`config.mk`:
```
export PLATFORM = sky130hd
export DESIGN_NAME = vpu_exec_sequencer
export DESIGN_NICKNAME = d
export VERILOG_FILES = /design/src/rtl/vpu_exec_sequencer.sv
export SDC_FILE = /design/constraint.sdc
export NUM_CORES = 1
export LEC_CHECK = 0
export ABC_CLOCK_PERIOD_IN_PS = 4600
export CAP_MARGIN = 20
export CORE_ASPECT_RATIO = 2
export CORE_UTILIZATION = 27
export DETAILED_ROUTE_END_ITERATION = 12
export GPL_TIMING_DRIVEN = 0
export RECOVER_POWER = 100
export SLEW_MARGIN = 20
export SYNTH_ARGS = -nofsm -noshare
export SYNTH_HDL_FRONTEND = slang
export SYNTH_SLANG_ARGS = --single-unit
```
`constraint.sdc`:
```
create_clock -name clk -period 4.6 [get_ports clk]
set_input_delay 0.46 -clock clk [delete_from_list [all_inputs] [get_ports clk]]
set_output_delay 0.46 -clock clk [all_outputs]
set_load 0.005 [all_outputs]
```
`src/rtl/vpu_exec_sequencer.sv`:
```
// vpu_exec_sequencer
//   Sequences one decoded vector instruction at a time through
//   operand read -> read wait -> execute -> write-back.
//
//   Optional feature macro: VPU_SEQ_PERF_CNT_EN
//     defined   : perf_cnt counts completed instructions (wraps at 2^32)
//     undefined : perf_cnt is tied to zero, no counter register exists
//
//   Ports
//     clk, rst_n            clock (rising edge), synchronous active-low reset
//     req_valid/req_ready   request handshake, ready only while IDLE
//     req_rvalid/raddr      per-port read enables and source addresses
//     req_waddr             destination address
//     req_delay             execution latency in cycles
//     req_op_func           one-hot operation select
//     sram_ren/raddr/rdata  three read ports, data valid one cycle after ren
//     exec_start/op_func/opnd/result   execution unit interface
//     sram_wen/waddr/wdata  write-back port
//     done, perf_cnt        completion pulse, completed-instruction count
module vpu_exec_sequencer #(
  parameter int ADDR_W        = 8,
  parameter int DATA_W        = 32,
  parameter int MAX_DELAY_LG2 = 3,
  parameter int OPF_W         = 16
) (
  input  logic                     clk,
  input  logic                     rst_n,
  input  logic                     req_valid,
  output logic                     req_ready,
  input  logic [2:0]               req_rvalid,
  input  logic [3*ADDR_W-1:0]      req_raddr,
  input  logic [ADDR_W-1:0]        req_waddr,
  input  logic [MAX_DELAY_LG2-1:0] req_delay,
  input  logic [OPF_W-1:0]         req_op_func,
  output logic [2:0]               sram_ren,
  output logic [3*ADDR_W-1:0]      sram_raddr,
  input  logic [3*DATA_W-1:0]      sram_rdata,
  output logic                     exec_start,
  output logic [OPF_W-1:0]         exec_op_func,
  output logic [3*DATA_W-1:0]      exec_opnd,
  input  logic [DATA_W-1:0]        exec_result,
  output logic                     sram_wen,
  output logic [ADDR_W-1:0]        sram_waddr,
  output logic [DATA_W-1:0]        sram_wdata,
  output logic                     done,
  output logic [31:0]              perf_cnt
);

  typedef enum logic [2:0] {
    ST_IDLE    = 3'd0,
    ST_READ    = 3'd1,
    ST_WAIT_RD = 3'd2,
    ST_EXEC    = 3'd3,
    ST_WRITE   = 3'd4
  } state_e;

  state_e                   state_q, state_d;
  logic [2:0]               rvalid_q;
  logic [3*ADDR_W-1:0]      raddr_q;
  logic [ADDR_W-1:0]        waddr_q;
  logic [MAX_DELAY_LG2-1:0] delay_q;
  logic [OPF_W-1:0]         opf_q;
  logic [3*DATA_W-1:0]      opnd_q;
  logic [MAX_DELAY_LG2-1:0] cnt_q;
  logic                     start_q;
  logic [DATA_W-1:0]        result_q;
  logic                     accept_s;

  assign accept_s = (state_q == ST_IDLE) && req_valid;

  // State register
  always_ff @(posedge clk) begin
    if (!rst_n) begin
      state_q <= ST_IDLE;
    end else begin
      state_q <= state_d;
    end
  end

  // Next-state logic
  always_comb begin
    state_d = state_q;
    case (state_q)
      ST_IDLE: begin
        if (req_valid) begin
          state_d = ST_READ;
        end else begin
          state_d = ST_IDLE;
        end
      end
      ST_READ:    state_d = ST_WAIT_RD;
      ST_WAIT_RD: state_d = ST_EXEC;
      ST_EXEC: begin
        if (cnt_q == {MAX_DELAY_LG2{1'b0}}) begin
          state_d = ST_WRITE;
        end else begin
          state_d = ST_EXEC;
        end
      end
      ST_WRITE:   state_d = ST_IDLE;
      default:    state_d = ST_IDLE;
    endcase
  end

  // Request latch, operand capture, latency counter and result register
  always_ff @(posedge clk) begin
    if (!rst_n) begin
      rvalid_q <= 3'b000;
      raddr_q  <= {(3*ADDR_W){1'b0}};
      waddr_q  <= {ADDR_W{1'b0}};
      delay_q  <= {MAX_DELAY_LG2{1'b0}};
      opf_q    <= {OPF_W{1'b0}};
      opnd_q   <= {(3*DATA_W){1'b0}};
      cnt_q    <= {MAX_DELAY_LG2{1'b0}};
      start_q  <= 1'b0;
      result_q <= {DATA_W{1'b0}};
    end else begin
      if (accept_s) begin
        rvalid_q <= req_rvalid;
        raddr_q  <= req_raddr;
        waddr_q  <= req_waddr;
        delay_q  <= req_delay;
        opf_q    <= req_op_func;
      end
      // The counter is loaded on the edge entering EXEC so that it already
      // holds the latched delay during the exec_start cycle; a zero delay
      // therefore samples the result on that very cycle.
      if (state_q == ST_WAIT_RD) begin
        for (int k = 0; k < 3; k++) begin
          opnd_q[k*DATA_W +: DATA_W] <= rvalid_q[k] ? sram_rdata[k*DATA_W +: DATA_W]
                                                    : {DATA_W{1'b0}};
        end
        cnt_q   <= delay_q;
        start_q <= 1'b1;
      end else begin
        start_q <= 1'b0;
      end
      if (state_q == ST_EXEC) begin
        if (cnt_q == {MAX_DELAY_LG2{1'b0}}) begin
          result_q <= exec_result;
        end else begin
          cnt_q <= cnt_q - MAX_DELAY_LG2'(1);
        end
      end
    end
  end

  // Output decode; every output is held at zero while reset is asserted
  always_comb begin
    req_ready    = 1'b0;
    sram_ren     = 3'b000;
    sram_raddr   = {(3*ADDR_W){1'b0}};
    exec_start   = 1'b0;
    exec_op_func = {OPF_W{1'b0}};
    exec_opnd    = {(3*DATA_W){1'b0}};
    sram_wen     = 1'b0;
    sram_waddr   = {ADDR_W{1'b0}};
    sram_wdata   = {DATA_W{1'b0}};
    done         = 1'b0;
    if (rst_n) begin
      case (state_q)
        ST_IDLE: req_ready = 1'b1;
        ST_READ: begin
          sram_ren = rvalid_q;
          // Disabled ports present a zero address
          for (int k = 0; k < 3; k++) begin
            sram_raddr[k*ADDR_W +: ADDR_W] = rvalid_q[k] ? raddr_q[k*ADDR_W +: ADDR_W]
                                                         : {ADDR_W{1'b0}};
          end
        end
        ST_WAIT_RD: req_ready = 1'b0;
        ST_EXEC: begin
          exec_start   = start_q;
          exec_op_func = opf_q;
          exec_opnd    = opnd_q;
        end
        ST_WRITE: begin
          sram_wen   = 1'b1;
          sram_waddr = waddr_q;
          sram_wdata = result_q;
          done       = 1'b1;
        end
        default: req_ready = 1'b0;
      endcase
    end else begin
      req_ready = 1'b0;
    end
  end

`ifdef VPU_SEQ_PERF_CNT_EN
  logic [31:0] perf_cnt_q;

  // Completed-instruction counter, wraps naturally at 2^32
  always_ff @(posedge clk) begin
    if (!rst_n) begin
      perf_cnt_q <= 32'd0;
    end else if (state_q == ST_WRITE) begin
      perf_cnt_q <= perf_cnt_q + 32'd1;
    end else begin
      perf_cnt_q <= perf_cnt_q;
    end
  end

  assign perf_cnt = rst_n ? perf_cnt_q : 32'd0;
`else
  assign perf_cnt = 32'd0;
`endif

endmodule

```
# ---- After elaboration in Yosys (flattened, before gate mapping)
# Index checks and enable logic that the tools add are counted.
dict set report totals {
  register_bits 189
  elab_cells 50
}
dict set report classes {
  add_sub_neg 1
  n_eq_ne 4
  mux 31
  reduce_logical 4
}
# operator count
set op_table {}
lappend op_table {{two-way mux 96 bit} 2}
lappend op_table {{two-way mux 32 bit} 5}
lappend op_table {{two-way mux 24 bit} 2}
lappend op_table {{two-way mux 8 bit} 5}
lappend op_table {{two-way mux 16 bit} 2}
lappend op_table {{two-way mux 3 bit} 6}
lappend op_table {{one-hot mux 3 bit (4 select lines)} 1}
lappend op_table {{two-way mux 1 bit} 8}
lappend op_table {{== test 3 x 2 -> 1 bit (second input constant)} 2}
lappend op_table {{logical NOT 3 bit} 2}
lappend op_table {{== test 3 x 1 -> 1 bit (second input constant)} 1}
lappend op_table {{== test 3 bit (second input constant)} 1}
lappend op_table {{subtractor 3 x 1 -> 3 bit (second input constant)} 1}
lappend op_table {{AND reduction 2 bit} 1}
lappend op_table {{logical AND 1 bit} 1}

# ---- Longest topological paths before layout
dict set report logic_depth {
  ltp_word 4
  ltp_mapped 8
}

# ---- Worst setup path before layout
# No wires, ideal clock.
dict set report synth_path {
  path_type {input port to output port}
  start {input port rst_n}
  end {output port sram_raddr[10]}
  arrival_time_ns 1.500
  t_required_ns 4.140
  setup_slack_ns 2.640
  path_stages 5
  path_cell_list {buf_2 nand2_1 nor3_1 clkbuf_1 and3_1}
}
dict set report synth_between {
  elab_chain_cells 1
}
# item line
set synth_lines {}
lappend synth_lines {{start: declaration} 27} ;# input logic rst_n,
lappend synth_lines {{two-way mux 24 bit} 160} ;# if (rst_n) begin
lappend synth_lines {{end: declaration} 36} ;# output logic [3*ADDR_W-1:0] sram_raddr,
# No other way between the ends.

# ---- Worst setup path in the final report
dict set report layout_path {
  start {register state_q[0]}
  end {output port sram_raddr[14]}
}
dict set report layout_between {
  elab_chain_cells 3
}
# item line
set layout_lines {}
lappend layout_lines {{start: declaration} 57} ;# state_e state_q, state_d;
lappend layout_lines {{start signal: assignment} 76} ;# state_q <= state_d;
lappend layout_lines {{== test 3 x 1 -> 1 bit} 161} ;# case (state_q)
lappend layout_lines {{two-way mux 24 bit} 161}
lappend layout_lines {{two-way mux 24 bit} 160}
# No other way between the ends.

==> reports/metrics.cfg <==
[critical_path]
cpMaxStageDelayCell = nor3_1
cp_data_arrival_time_ns = 3.40
crit_start = state_q[0]
required_ns = 4.14
cp_max_fo = 10
cp_slowest_stage_delay_ns = 0.89
path_cells = clkbuf_1 > nand2_1 > nor3_1 > clkbuf_1 > and3_1 > dlygate4sd3_1
end_kind = output port
criticalPathCategory = flip-flop to output port
cp-start-kind = flip-flop
reg2reg_from = state_q[1]
crit_top_cell = clkbuf_1

[run]
drv_cap = 1

[synth]
synthesis.area_um2 = 7914
ys_warn_count = 0
syn_inst = 879
avgSynthCellArea_um2 = 9.003
ys_ff_latch = 189
yosysSeqAreaShare_pct = 47.81
synth_cell_types = 33

[floorplan]
die_area_um2 = 30040
die_h_um = 244.1
die_x_um = 123.1
ios = 400
placementRows = 88
placeableCoreArea_um2 = 28850
start_util_pct = 27.43

[timing]
fin_setup_tns_ns = 0
maxSlewHeadroom_pct = -34.16
max_freq_ghz = 0.2592
worst_pin_slew_ns = 1.984
rsz0062_at_grt = no
period_needed_ns = 3.857
fin_crit_sh_pct = 83.85
finalHoldViolations = 0
fin_skew_ns = 0.01105
setup_viol = 0
report.final.slew_viol_count = 10

[clock_network]
ctsResizeCount = 0
cts_hold_buf = 0
postCtsSetupBuffers = 0
clk-insertion-delay-late_ns = 0.45
cts_tree = built
h-tree-depth = 4
clockBufferDepth = 2
cts_root_buf = clkbuf_16
numCtsBuffers = 17
path_clk_slew_ns = 0.07
cts_sinks = 189

[placed_design]
hpwl_um = 22350
gp_congestion = 0.8579
portBuffers = 366
dp_cells = 1636

[grt]
top_usage_layer = met2
grt_start_max_net_pins = 17
gr-usage-met3_pct = 4.594
use_met1_pct = 18.42
grt_pass1_vias = 7225
grt_use_total_pct = 18.75
grt_first_pass_wirelength_um = 41440
antenna_found_initial = 2
grt_overflow_total = 0
met2_usage_pct = 35.81

[power]
peakVddDrop_mv = 0.2577
p_leak_nw = 5.160
p_per_area_nw_per_um2 = 290.5

[detailed_routing]
drcViolationCount = 0
ant_nets = 0
wl_per_cell_um = 16.81
first_iter_violations = 192
via_per_inst = 4.391
drt_first_pass_iters = 4
wl_um = 28070
vias = 7333

[finish]
final_cell_mix = clkdlybuf4s50_1, dfxtp_1, nand2_1
nNetsFinal = 1482
final_common_cell = clkdlybuf4s50_1
finalNonFillerCells = 1670
final_layout_size_suffix_gt1_share_pct = 5.963
syn_to_final_growth_pct = 60.14

[worst_hold_path]
min_path_type = input pin to flip-flop
holdCritStartpoint = rst_n

[status]
violations = capacitance limit, slew limit
status = complete, but fails checks

## routing by layer
metal | routed length (µm) | part of all wire (%)
met1 | 10310 | 37
met2 | 15380 | 55
met3 | 1543 | 5.5
met4 | 841 | 3.0
met5 | 0 | 0
## worst max-delay path, delay by kind of cell (launching register included)
kind / cells / cell delay (ns)
buffers and inverters: 3 / 1.33
and+or+nand+nor: 3 / 1.30
DFF: 1 / 0.31
## sequential cells by signal, indices dropped and copies added, names as in the netlist
signal / count
opnd_q: 96
result_q: 32
raddr_q: 24
opf_q: 16
waddr_q: 8
cnt_q: 3
delay_q: 3
rvalid_q: 3
state_q: 3
start_q: 1
## cell usage after synthesis (all sizes together)
master  count  area (µm²)
nand4       1       6.260
and2      160        1001
nand3       1       5.000
nor3        3       15.01
nor4bb      1       10.01
dfxtp     189        3784
nand3b      2       15.01
inv         3       11.26
o21ai       2       10.01
nand2     174       653.1
o221a       1       11.26
a21oi      57       285.3
a211oi      1       7.510
buf        71       470.4
mux2i      32       320.3
nor4b       1       23.77
nand2b      3       18.77
ha          2       25.02
a22o       96       840.8
nor2        5       21.27
and3       25       156.4
clkbuf     38       142.6
a31oi       1       6.260
a41oi       1       8.760
o21a        1       7.510
conb        1       3.750
or4b        1       10.01
nor2b       5       31.28
and4bb      1       12.51
## worst paths after layout
path / endpoint / slack (ns) / depth (start not counted)
min: state_q[0] / 0.42 / 3
max: sram_raddr[14] / 0.74 / 6
min reg2reg: opf_q[0] / 0.45 / 2
max reg2reg: raddr_q[11] / 1.71 / 5
## layout make-up
type | count | area [µm²]
plain buffers | 109 | 553.0
well taps | 360 | 450.4
inverters | 3 | 11.26
fillers | 2897 | 16170
multi-input cells | 609 | 3605
diodes | 2 | 5.005
repair buffers | 366 | 3664
flip-flops and latches | 189 | 3784
clock buffers | 23 | 467.9
clock inverters | 9 | 133.9
## cells by family after synthesis
group                    Yosys count  share of synthesized area, %
AO/OA/AOI/OAI                    160                         14.88
adder cells (fa/ha/maj)            2                        0.3162
buffers and inverters            112                         7.889
flip-flops                       189                         47.81
multiplexers                      32                         4.047
other                              1                       0.04739
AND/OR/NAND/NOR                  383                         25.01
## metrics by stage
stage | instance area [µm²] | hold WS (ns) | setup slack, ns | util [%] | power (mW)
floorplan | 8030 | 0.4301 | 2.640 | - | 1.955
global placement | 12140 | 0.4369 | 1.223 | 42.10 | 2.192
detailed placement | 12140 | 0.4420 | 1.257 | 42.10 | 2.196
CTS | 12750 | 0.3819 | 0.9201 | 44.18 | 3.756
global route | 12670 | 0.4014 | 0.4417 | 43.93 | 3.847
finish | 12670 | 0.4165 | 0.7427 | 43.93 | 3.682
## where the power goes
part | switching [mW] | internal [mW] | total (mW)
sequential | 0.0248 | 1.69 | 1.72
clock | 0.654 | 0.888 | 1.54
combinational | 0.199 | 0.225 | 0.424
(Power assumes the default switching activity.)
